File: src/rtl/blob_stats.sv
// blob_stats: per-frame statistics of a binary foreground pixel stream.
//
// Accumulates the foreground pixel count, the bounding box and the x/y
// coordinate sums for each frame.  At frame close the totals are moved
// into holding registers and the accumulators restart.  Two parallel
// restoring dividers (one quotient bit per cycle) then produce the integer
// centroid.  One result set is published per frame.
//
// Ports:
//   clk_in, rst_in        clock, asynchronous active-high reset
//   hcount_in, vcount_in  coordinates of pixel_in
//   pixel_in, valid_in    binary pixel (1 = foreground) and its qualifier
//   frame_done_in         single-cycle end-of-frame pulse
//   x_min_out..y_max_out  bounding box of the last published frame
//   count_out             foreground pixel count of the last published frame
//   x/y_centroid_out      floor(sum / count)
//   empty_out             last published frame had count < MIN_COUNT
//   result_valid_out      one-cycle pulse when the outputs update
//   busy_out              divider running
//   overrun_out           sticky: frame_done_in arrived while busy
module blob_stats #(
    parameter int HWIDTH    = 11,
    parameter int VWIDTH    = 10,
    parameter int MIN_COUNT = 16
) (
    input  logic                      clk_in,
    input  logic                      rst_in,
    input  logic [HWIDTH-1:0]         hcount_in,
    input  logic [VWIDTH-1:0]         vcount_in,
    input  logic                      pixel_in,
    input  logic                      valid_in,
    input  logic                      frame_done_in,
    output logic [HWIDTH-1:0]         x_min_out,
    output logic [HWIDTH-1:0]         x_max_out,
    output logic [VWIDTH-1:0]         y_min_out,
    output logic [VWIDTH-1:0]         y_max_out,
    output logic [HWIDTH+VWIDTH-1:0]  count_out,
    output logic [HWIDTH-1:0]         x_centroid_out,
    output logic [VWIDTH-1:0]         y_centroid_out,
    output logic                      empty_out,
    output logic                      result_valid_out,
    output logic                      busy_out,
    output logic                      overrun_out
);

    localparam int CW  = HWIDTH + VWIDTH;
    localparam int SXW = CW + HWIDTH;
    localparam int SYW = CW + VWIDTH;
    // Both dividers run for the same number of iterations; the narrower
    // dividend is zero-extended.
    localparam int DW  = (SXW > SYW) ? SXW : SYW;
    localparam int IW  = $clog2(DW);

    localparam logic [1:0] S_ACCUM   = 2'd0;
    localparam logic [1:0] S_DIVIDE  = 2'd1;
    localparam logic [1:0] S_PUBLISH = 2'd2;

    logic [1:0]        r_state;

    logic [CW-1:0]     r_count;
    logic [SXW-1:0]    r_sum_x;
    logic [SYW-1:0]    r_sum_y;
    logic [HWIDTH-1:0] r_x_min, r_x_max;
    logic [VWIDTH-1:0] r_y_min, r_y_max;

    logic [CW-1:0]     r_h_count;
    logic [HWIDTH-1:0] r_h_x_min, r_h_x_max;
    logic [VWIDTH-1:0] r_h_y_min, r_h_y_max;
    logic              r_h_empty;

    // Dividend registers double as quotient registers: dividend bits shift
    // out at the top while quotient bits shift in at the bottom.
    logic [DW-1:0]     r_qx, r_qy;
    logic [CW-1:0]     r_rx, r_ry;
    logic [IW-1:0]     r_iter;

    logic              w_hit;
    logic [CW-1:0]     w_count_nx;
    logic [SXW-1:0]    w_sum_x_nx;
    logic [SYW-1:0]    w_sum_y_nx;
    logic [HWIDTH-1:0] w_x_min_nx, w_x_max_nx;
    logic [VWIDTH-1:0] w_y_min_nx, w_y_max_nx;
    logic              w_empty_nx;

    logic [CW:0]       w_rx_sh, w_ry_sh;
    logic              w_rx_ge, w_ry_ge;
    logic [CW-1:0]     w_rx_nx, w_ry_nx;

    // Accumulator values including the current pixel; a pixel coincident
    // with frame_done_in therefore lands in the closing frame's snapshot.
    assign w_hit      = valid_in & pixel_in;
    assign w_count_nx = r_count + CW'(w_hit);
    assign w_sum_x_nx = r_sum_x + (w_hit ? SXW'(hcount_in) : '0);
    assign w_sum_y_nx = r_sum_y + (w_hit ? SYW'(vcount_in) : '0);
    assign w_x_min_nx = (w_hit && hcount_in < r_x_min) ? hcount_in : r_x_min;
    assign w_x_max_nx = (w_hit && hcount_in > r_x_max) ? hcount_in : r_x_max;
    assign w_y_min_nx = (w_hit && vcount_in < r_y_min) ? vcount_in : r_y_min;
    assign w_y_max_nx = (w_hit && vcount_in > r_y_max) ? vcount_in : r_y_max;
    assign w_empty_nx = (w_count_nx < CW'(MIN_COUNT));

    // Restoring division step: shift in the next dividend bit, subtract the
    // divisor when it fits.
    assign w_rx_sh = {r_rx, r_qx[DW-1]};
    assign w_ry_sh = {r_ry, r_qy[DW-1]};
    assign w_rx_ge = (w_rx_sh >= {1'b0, r_h_count});
    assign w_ry_ge = (w_ry_sh >= {1'b0, r_h_count});
    assign w_rx_nx = w_rx_ge ? CW'(w_rx_sh - {1'b0, r_h_count}) : w_rx_sh[CW-1:0];
    assign w_ry_nx = w_ry_ge ? CW'(w_ry_sh - {1'b0, r_h_count}) : w_ry_sh[CW-1:0];

    assign busy_out = (r_state == S_DIVIDE);

    // Accumulators run in every state; any frame_done_in restarts them.
    always_ff @(posedge clk_in or posedge rst_in) begin
        if (rst_in) begin
            r_count <= '0;
            r_sum_x <= '0;
            r_sum_y <= '0;
            r_x_min <= '1;
            r_x_max <= '0;
            r_y_min <= '1;
            r_y_max <= '0;
        end else if (frame_done_in) begin
            r_count <= '0;
            r_sum_x <= '0;
            r_sum_y <= '0;
            r_x_min <= '1;
            r_x_max <= '0;
            r_y_min <= '1;
            r_y_max <= '0;
        end else begin
            r_count <= w_count_nx;
            r_sum_x <= w_sum_x_nx;
            r_sum_y <= w_sum_y_nx;
            r_x_min <= w_x_min_nx;
            r_x_max <= w_x_max_nx;
            r_y_min <= w_y_min_nx;
            r_y_max <= w_y_max_nx;
        end
    end

    always_ff @(posedge clk_in or posedge rst_in) begin
        if (rst_in) begin
            r_state          <= S_ACCUM;
            r_h_count        <= '0;
            r_h_x_min        <= '0;
            r_h_x_max        <= '0;
            r_h_y_min        <= '0;
            r_h_y_max        <= '0;
            r_h_empty        <= 1'b0;
            r_qx             <= '0;
            r_qy             <= '0;
            r_rx             <= '0;
            r_ry             <= '0;
            r_iter           <= '0;
            x_min_out        <= '0;
            x_max_out        <= '0;
            y_min_out        <= '0;
            y_max_out        <= '0;
            count_out        <= '0;
            x_centroid_out   <= '0;
            y_centroid_out   <= '0;
            empty_out        <= 1'b0;
            result_valid_out <= 1'b0;
            overrun_out      <= 1'b0;
        end else begin
            result_valid_out <= (r_state == S_PUBLISH);
            if (frame_done_in && r_state != S_ACCUM) begin
                overrun_out <= 1'b1;
            end
            case (r_state)
                S_ACCUM: begin
                    if (frame_done_in) begin
                        r_h_count <= w_count_nx;
                        r_h_x_min <= w_x_min_nx;
                        r_h_x_max <= w_x_max_nx;
                        r_h_y_min <= w_y_min_nx;
                        r_h_y_max <= w_y_max_nx;
                        r_h_empty <= w_empty_nx;
                        r_qx      <= DW'(w_sum_x_nx);
                        r_qy      <= DW'(w_sum_y_nx);
                        r_rx      <= '0;
                        r_ry      <= '0;
                        r_iter    <= '0;
                        r_state   <= w_empty_nx ? S_PUBLISH : S_DIVIDE;
                    end
                end
                S_DIVIDE: begin
                    r_qx   <= {r_qx[DW-2:0], w_rx_ge};
                    r_qy   <= {r_qy[DW-2:0], w_ry_ge};
                    r_rx   <= w_rx_nx;
                    r_ry   <= w_ry_nx;
                    r_iter <= r_iter + 1'b1;
                    if (r_iter == IW'(DW - 1)) begin
                        r_state <= S_PUBLISH;
                    end
                end
                S_PUBLISH: begin
                    if (r_h_empty) begin
                        x_min_out      <= '0;
                        x_max_out      <= '0;
                        y_min_out      <= '0;
                        y_max_out      <= '0;
                        count_out      <= '0;
                        x_centroid_out <= '0;
                        y_centroid_out <= '0;
                        empty_out      <= 1'b1;
                    end else begin
                        x_min_out      <= r_h_x_min;
                        x_max_out      <= r_h_x_max;
                        y_min_out      <= r_h_y_min;
                        y_max_out      <= r_h_y_max;
                        count_out      <= r_h_count;
                        x_centroid_out <= r_qx[HWIDTH-1:0];
                        y_centroid_out <= r_qy[VWIDTH-1:0];
                        empty_out      <= 1'b0;
                    end
                    r_state <= S_ACCUM;
                end
                default: r_state <= S_ACCUM;
            endcase
        end
    end

endmodule

File: config.mk
export PLATFORM = sky130hd
export DESIGN_NAME = blob_stats
export DESIGN_NICKNAME = d
export VERILOG_FILES = /design/src/rtl/blob_stats.sv
export SDC_FILE = /design/constraint.sdc
export NUM_CORES = 1
export LEC_CHECK = 0
export CAP_MARGIN = 5
export CORE_AREA = 2 2 204 206
export DETAILED_ROUTE_END_ITERATION = 7
export DIE_AREA = 0 0 206 208
export PLACE_DENSITY_LB_ADDON = 0.2
export SLEW_MARGIN = 30
export SYNTH_ARGS = -nofsm -noshare
export SYNTH_HDL_FRONTEND = slang
export SYNTH_SLANG_ARGS = --single-unit
File: constraint.sdc
create_clock -name clk_in -period 16 [get_ports clk_in]
set_input_delay 3.2 -clock clk_in [delete_from_list [all_inputs] [get_ports clk_in]]
set_output_delay 3.2 -clock clk_in [all_outputs]
set_load 0.01 [all_outputs]
# Word-level counts from Yosys, hierarchy flattened
# Cells that the tools add are included.
[classes] div=0 n_mul=0 reduce_logical=11 add_sub_neg=6 shifts=0 eq_ne=5 mux=36 bitwise_logic=1 magnitude_cmp=7
[op_table] operator="32-bit one-hot mux with 2 select lines" n=2
[op_table] operator="21-bit two-way mux" n=5
[op_table] operator="32-bit two-way mux" n=3
[op_table] operator="11-bit two-way mux" n=8
[op_table] operator="21-bit one-hot mux with 2 select lines" n=2
[op_table] operator="10-bit two-way mux" n=8
[op_table] operator="22-bit by 21-bit greater-or-equal comparator with 1-bit output" n=2
[op_table] operator="21-bit subtractor" n=2
[op_table] operator="32-bit by 11-bit adder with 32-bit output" n=1
[op_table] operator="31-bit by 10-bit adder with 31-bit output" n=1
[op_table] operator="31-bit two-way mux" n=1
[op_table] operator="21-bit by 1-bit adder with 21-bit output" n=1
[op_table] operator="21-bit by 5-bit < comparator with 1-bit output (second input constant)" n=1
[op_table] operator="11-bit greater-than comparator" n=1
[op_table] operator="11-bit < comparator" n=1
[op_table] operator="10-bit greater-than comparator" n=1
[op_table] operator="10-bit < comparator" n=1
[op_table] operator="5-bit one-hot mux with 2 select lines" n=1
[op_table] operator="2-bit two-way mux" n=3
[op_table] operator="2-bit AND reduction" n=3
[op_table] operator="5-bit by 1-bit adder with 5-bit output (second input constant)" n=1
[op_table] operator="5-bit == test (second input constant)" n=1
[op_table] operator="1-bit logical AND" n=5
[op_table] operator="5-bit two-way mux" n=1
[op_table] operator="other kinds (9)" n=10
[totals] latch_bits=0 romBits=0 elab_cells=95 ramBits=0 output_inout_bits=88 regBits=390 n_memories=0 inputBits=26

# Longest topological paths before layout
[logic_depth] word_depth=6 mapped_depth=14 depth_no_buf=14

# Least setup slack after synthesis
# Ideal clock, no wire load.
[synth_path] path_kind="input to register" start="in valid_in" end="reg r_qy[20]" slack_ns=10.381 path_stages=12 path_buffers=1 required_time_ns=15.863 arrival_time_ns=5.482 setup_ns=0.137 cell_sequence="clkbuf_1 > and3_1 > ha_1 > nor2b_1 > o2111a_1 > a2111oi_1 > nor3_1 > o21ai_2 > nor2_1 > nand3_1 > xor2_1 > a21oi_1"
[synth_via] elab_chain_cells=5
[synth_lines] element="start, declared" line_no="31" rtl="input logic valid_in,"
[synth_lines] element="1-bit AND" line_no="91" rtl="assign w_hit = valid_in & pixel_in;"
[synth_lines] element="10-bit two-way mux" line_no="94" rtl="assign w_sum_y_nx = r_sum_y + (w_hit ? SYW'(vcount_in) : '0);"
[synth_lines] element="31-bit by 10-bit adder with 31-bit output" line_no="94"
[synth_lines] element="32-bit two-way mux" line_no="172" rtl="if (frame_done_in) begin"
[synth_lines] element="32-bit one-hot mux with 2 select lines" line_no="170" rtl="case (r_state)"
[synth_lines] element="end signal, assigned" line_no="180" rtl="r_qy <= DW'(w_sum_y_nx);"
[synth_lines] element="end signal, assigned" line_no="189" rtl="r_qy <= {r_qy[DW-2:0], w_ry_ge};"
[synth_lines] element="end, declared" line_no="73" rtl="logic [DW-1:0] r_qx, r_qy;"
# Every way passes these cells. The select of a mux whose other input is x is not followed.
# A chain may end at the register's enable or synchronous reset.

# Final worst setup path
[layout_path] start="in valid_in" end="reg r_qx[25]"
[layout_via] elab_chain_cells=5
[layout_lines] element="1-bit AND" line_no="91"
[layout_lines] element="11-bit two-way mux" line_no="93" rtl="assign w_sum_x_nx = r_sum_x + (w_hit ? SXW'(hcount_in) : '0);"
[layout_lines] element="32-bit by 11-bit adder with 32-bit output" line_no="93"
[layout_lines] element="32-bit two-way mux" line_no="172"
[layout_lines] element="32-bit one-hot mux with 2 select lines" line_no="170"
[layout_lines] element="end signal, assigned" line_no="179" rtl="r_qx <= DW'(w_sum_x_nx);"
[layout_lines] element="end signal, assigned" line_no="188" rtl="r_qx <= {r_qx[DW-2:0], w_rx_ge};"
[layout_lines] element="end, declared" line_no="73"
# Every way passes these cells. The select of a mux whose other input is x is not followed.

==> metrics <==
RePlAce Congestion between 0.8 and 0.9; gr ovfl total 0; Total Power 2.38 mW; Ys Warns 0; I/O Buffers 113; multi-input logic area ~9500 um^2; die footprint 42800 um^2; post-layout util 56.7%; Synth Area per Inst 9.54 um^2; core footprint 40600 um^2; #FFs+latches synth 390; CTS clock-pin slew for the worst setup and hold paths 0.06 ns; Area Growth Syn to Fin 14.9%; min-delay worst type flop to flop; hold buffers post-CTS 0; RSZ-0062 raised after global routing no; startpoint types primary input; Slew HR 32.5%; synthesized instance count 2098; Crit Path Class primary input to flop; Yosys cell types between 60 and 70; largest net degree at the start of global routing ~110; Vias 15200; FP Rows 74; n_diodes 0; top_reg_cell synth dfrtp_1; cts bufs inserted 42; family with the most delay on the worst path compound AO/OA/AOI/OAI gates; Critical path origin valid_in; leak pwr 10.7 nW; layout cells sized above 1 ~5.9%; RR Endpoint r_rx[17]; Yosys top cell by area dfrtp_1; DP Area 21600 um^2; Setup crit end kind flop; critical register-to-register path startpoint r_h_count[0]; worst-margin pin slew about 1.0 ns; Vias/cell 5.57; Fin Setup TNS 0 ns; CTS max path bufs 3; Pre-antenna DRT Iters 5; vias in the first global route 15100; Worst Skew 0.0304 ns; synthesized area 20000 um^2; register area share after synthesis 48.9%; Post-synth EDFFs 0; Final setup violation count 0; Worst Path Max Fanout 18; status finished clean; Routed Antenna Nets 0; Final Slew Violations 0; Starting Density 49.4%; initial DRC count 991; Finished Cell Area 23000 um^2; H-tree depth 2; Yosys top cell area share 46.1%; global-route wire length before repair around 80000 um; Buf/Inv on CP 1; crit path time final 6.48 ns; worst r2r path cells 11; critical path's slowest cell a21oi_1; Crit path top cell by count a21oi_1; Slowest Stage Delay on Critical Path 0.81 ns; final cycle utilization of the critical path just over 40%; Fill cells approximately 3600; Max Fclk 154 MHz; DP Wirelength around 33000 um; WP depth 12; Reg area 9790 um^2; setup repair bufs after CTS 0; Die Y between 200 and 250 um; CP arrival 6.89 ns; root buffer cell clkbuf_16; DRC Markers 0; Crit path required time between 15 and 20 ns; GR Util All Layers 23.2%; die outline width between 200 and 250 um; crit-path cells clkdlybuf4s50_1 -> and3_1 -> ha_1 -> a21oi_1 -> o21bai_1 -> a21oi_1 -> o21ai_0 -> o21a_1 -> nand3_1 -> nor2_1 -> xnor2_1 -> a21oi_1; CP endpoint r_qx[25]; r2r setup slk 12.34 ns; Final Routed Wirelength just under 50000 um; PostCTS Resize Cnt 0; later-pin clock latency in the skew report 0.58 ns; I/O Pins 114; initial antenna violation count 0; PwrDens 103 nW/um^2; Synth Net Count 2236; Final Hold Vio Count 0; Peak supply drop 0.0864 mV; CTS tree done; Post-synth ARST share 100%; Final #Nets 2310; Area contributors post-synth dfrtp_1 (46%), ha_1 (6.7%), o21ai_0 (5.9%), nand2_1 (5.0%), xnor2_1 (3.1%); Max-cap violations 0; Wirelength per Cell 17.7 um; clock sink count 390
-- synth_stat cells (18+ instances only) --
master	number
o21ai_0	236
xor2_1	36
ha_1	108
nor2_1	162
nand2b_1	99
nor2b_1	29
a21o_1	25
and3_1	37
nand3_1	41
xnor2_1	71
inv_1	97
dfrtp_1	369
o31ai_1	27
nand2_1	265
mux2i_1	61
a21oi_1	77
o21a_1	18
clkbuf_1	88
dfstp_2	21
a22oi_1	43
-- metrics by stage --
| step | instances | hold WS (ns) | worst slack (ns) |
|---|---|---|---|
| after floorplan | 2098 | 0.449 | 1.99 |
| after global placement | 2657 | 0.460 | 8.90 |
| after detailed placement | 2659 | 0.466 | 9.00 |
| after CTS | 2734 | 0.479 | 9.57 |
| after global routing | 2735 | 0.495 | 9.09 |
| final | 2735 | 0.476 | 9.52 |
-- tightest hold or removal path, stage by stage (launching register included) --
cell and delay (ns):
dfrtp_1 0.34, nand2_1 0.04, o21ai_0 0.06
-- how the worst min path moves through the flow --
stage / startpoint / endpoint / slack (ns) / depth (start not counted)
after floorplan: r_iter[3] / r_iter[3] / 0.45 / 1
after global placement: empty_out / empty_out / 0.46 / 2
after detailed placement: count_out[15] / count_out[15] / 0.47 / 2
after CTS: count_out[15] / count_out[15] / 0.48 / 2
after global routing: count_out[15] / count_out[15] / 0.49 / 2
final: x_centroid_out[0] / x_centroid_out[0] / 0.48 / 2
-- cell usage in the layout, fill, tap and decap left out, drive strengths merged, types with 65 or more instances in the layout --
cell type | Yosys | final
clkdlybuf4s50 | 0 | 112
nand2b | 99 | 99
o21ai | 250 | 250
xnor2 | 71 | 71
clkbuf | 89 | 65
nand2 | 266 | 266
inv | 97 | 99
nor2 | 163 | 163
a21oi | 78 | 78
ha | 108 | 108
dfrtp | 369 | 369
-- state kept, by name (all words and copies together), names as in the netlist, 5 cells and up --
| register | flops |
|---|---|
| r_qx | 32 |
| r_qy | 32 |
| r_sum_x | 32 |
| r_sum_y | 31 |
| count_out | 21 |
| r_count | 21 |
| r_h_count | 21 |
| r_rx | 21 |
| r_ry | 21 |
| r_h_x_max | 11 |
| r_h_x_min | 11 |
| r_x_max | 11 |
| r_x_min | 11 |
| x_centroid_out | 11 |
| x_max_out | 11 |
| x_min_out | 11 |
| r_h_y_max | 10 |
| r_h_y_min | 10 |
| r_y_max | 10 |
| r_y_min | 10 |
| y_centroid_out | 10 |
| y_max_out | 10 |
| y_min_out | 10 |
| r_iter | 5 |
-- cell type report --
cell class / count / area share, %
Sequential cell: 390 / 42.5
Clock inverter: 10 / 0.430
Clock buffer: 65 / 5.38
Tap cell: 532 / 2.89
Timing Repair Buffer: 132 / 5.81
Multi-Input combinational cell: 1509 / 41.3
Inverter: 97 / 1.61
-- cell families (layout without fill, tap and decap cells) --
logic type	after synthesis	after routing	synth area share, %
xor gates and xnor gates	107	107	4.68
and+or+nand+nor	696	696	16.2
AOI/OAI and AO/OA	531	531	16.1
adders and majority gates	112	112	7.15
muxes	63	63	3.16
buffers and inverters	199	304	3.88
DFF	390	390	48.9
-- metal layers --
layer  up-vias  global-route usage [%]  wire, um
li1       7413                       -         -
met1      7479                    32.7     22600
met2       263                    37.4     22700
met3        70                    3.59      1930
met4         0                    6.26      1170
met5         -                       0         0
-- power breakdown --
part / switching (mW) / internal, mW
Sequential: 0.0424 / 1.04
Combinational: 0.193 / 0.144
Clock: 0.405 / 0.549
Power figures use the tool's default switching activity.
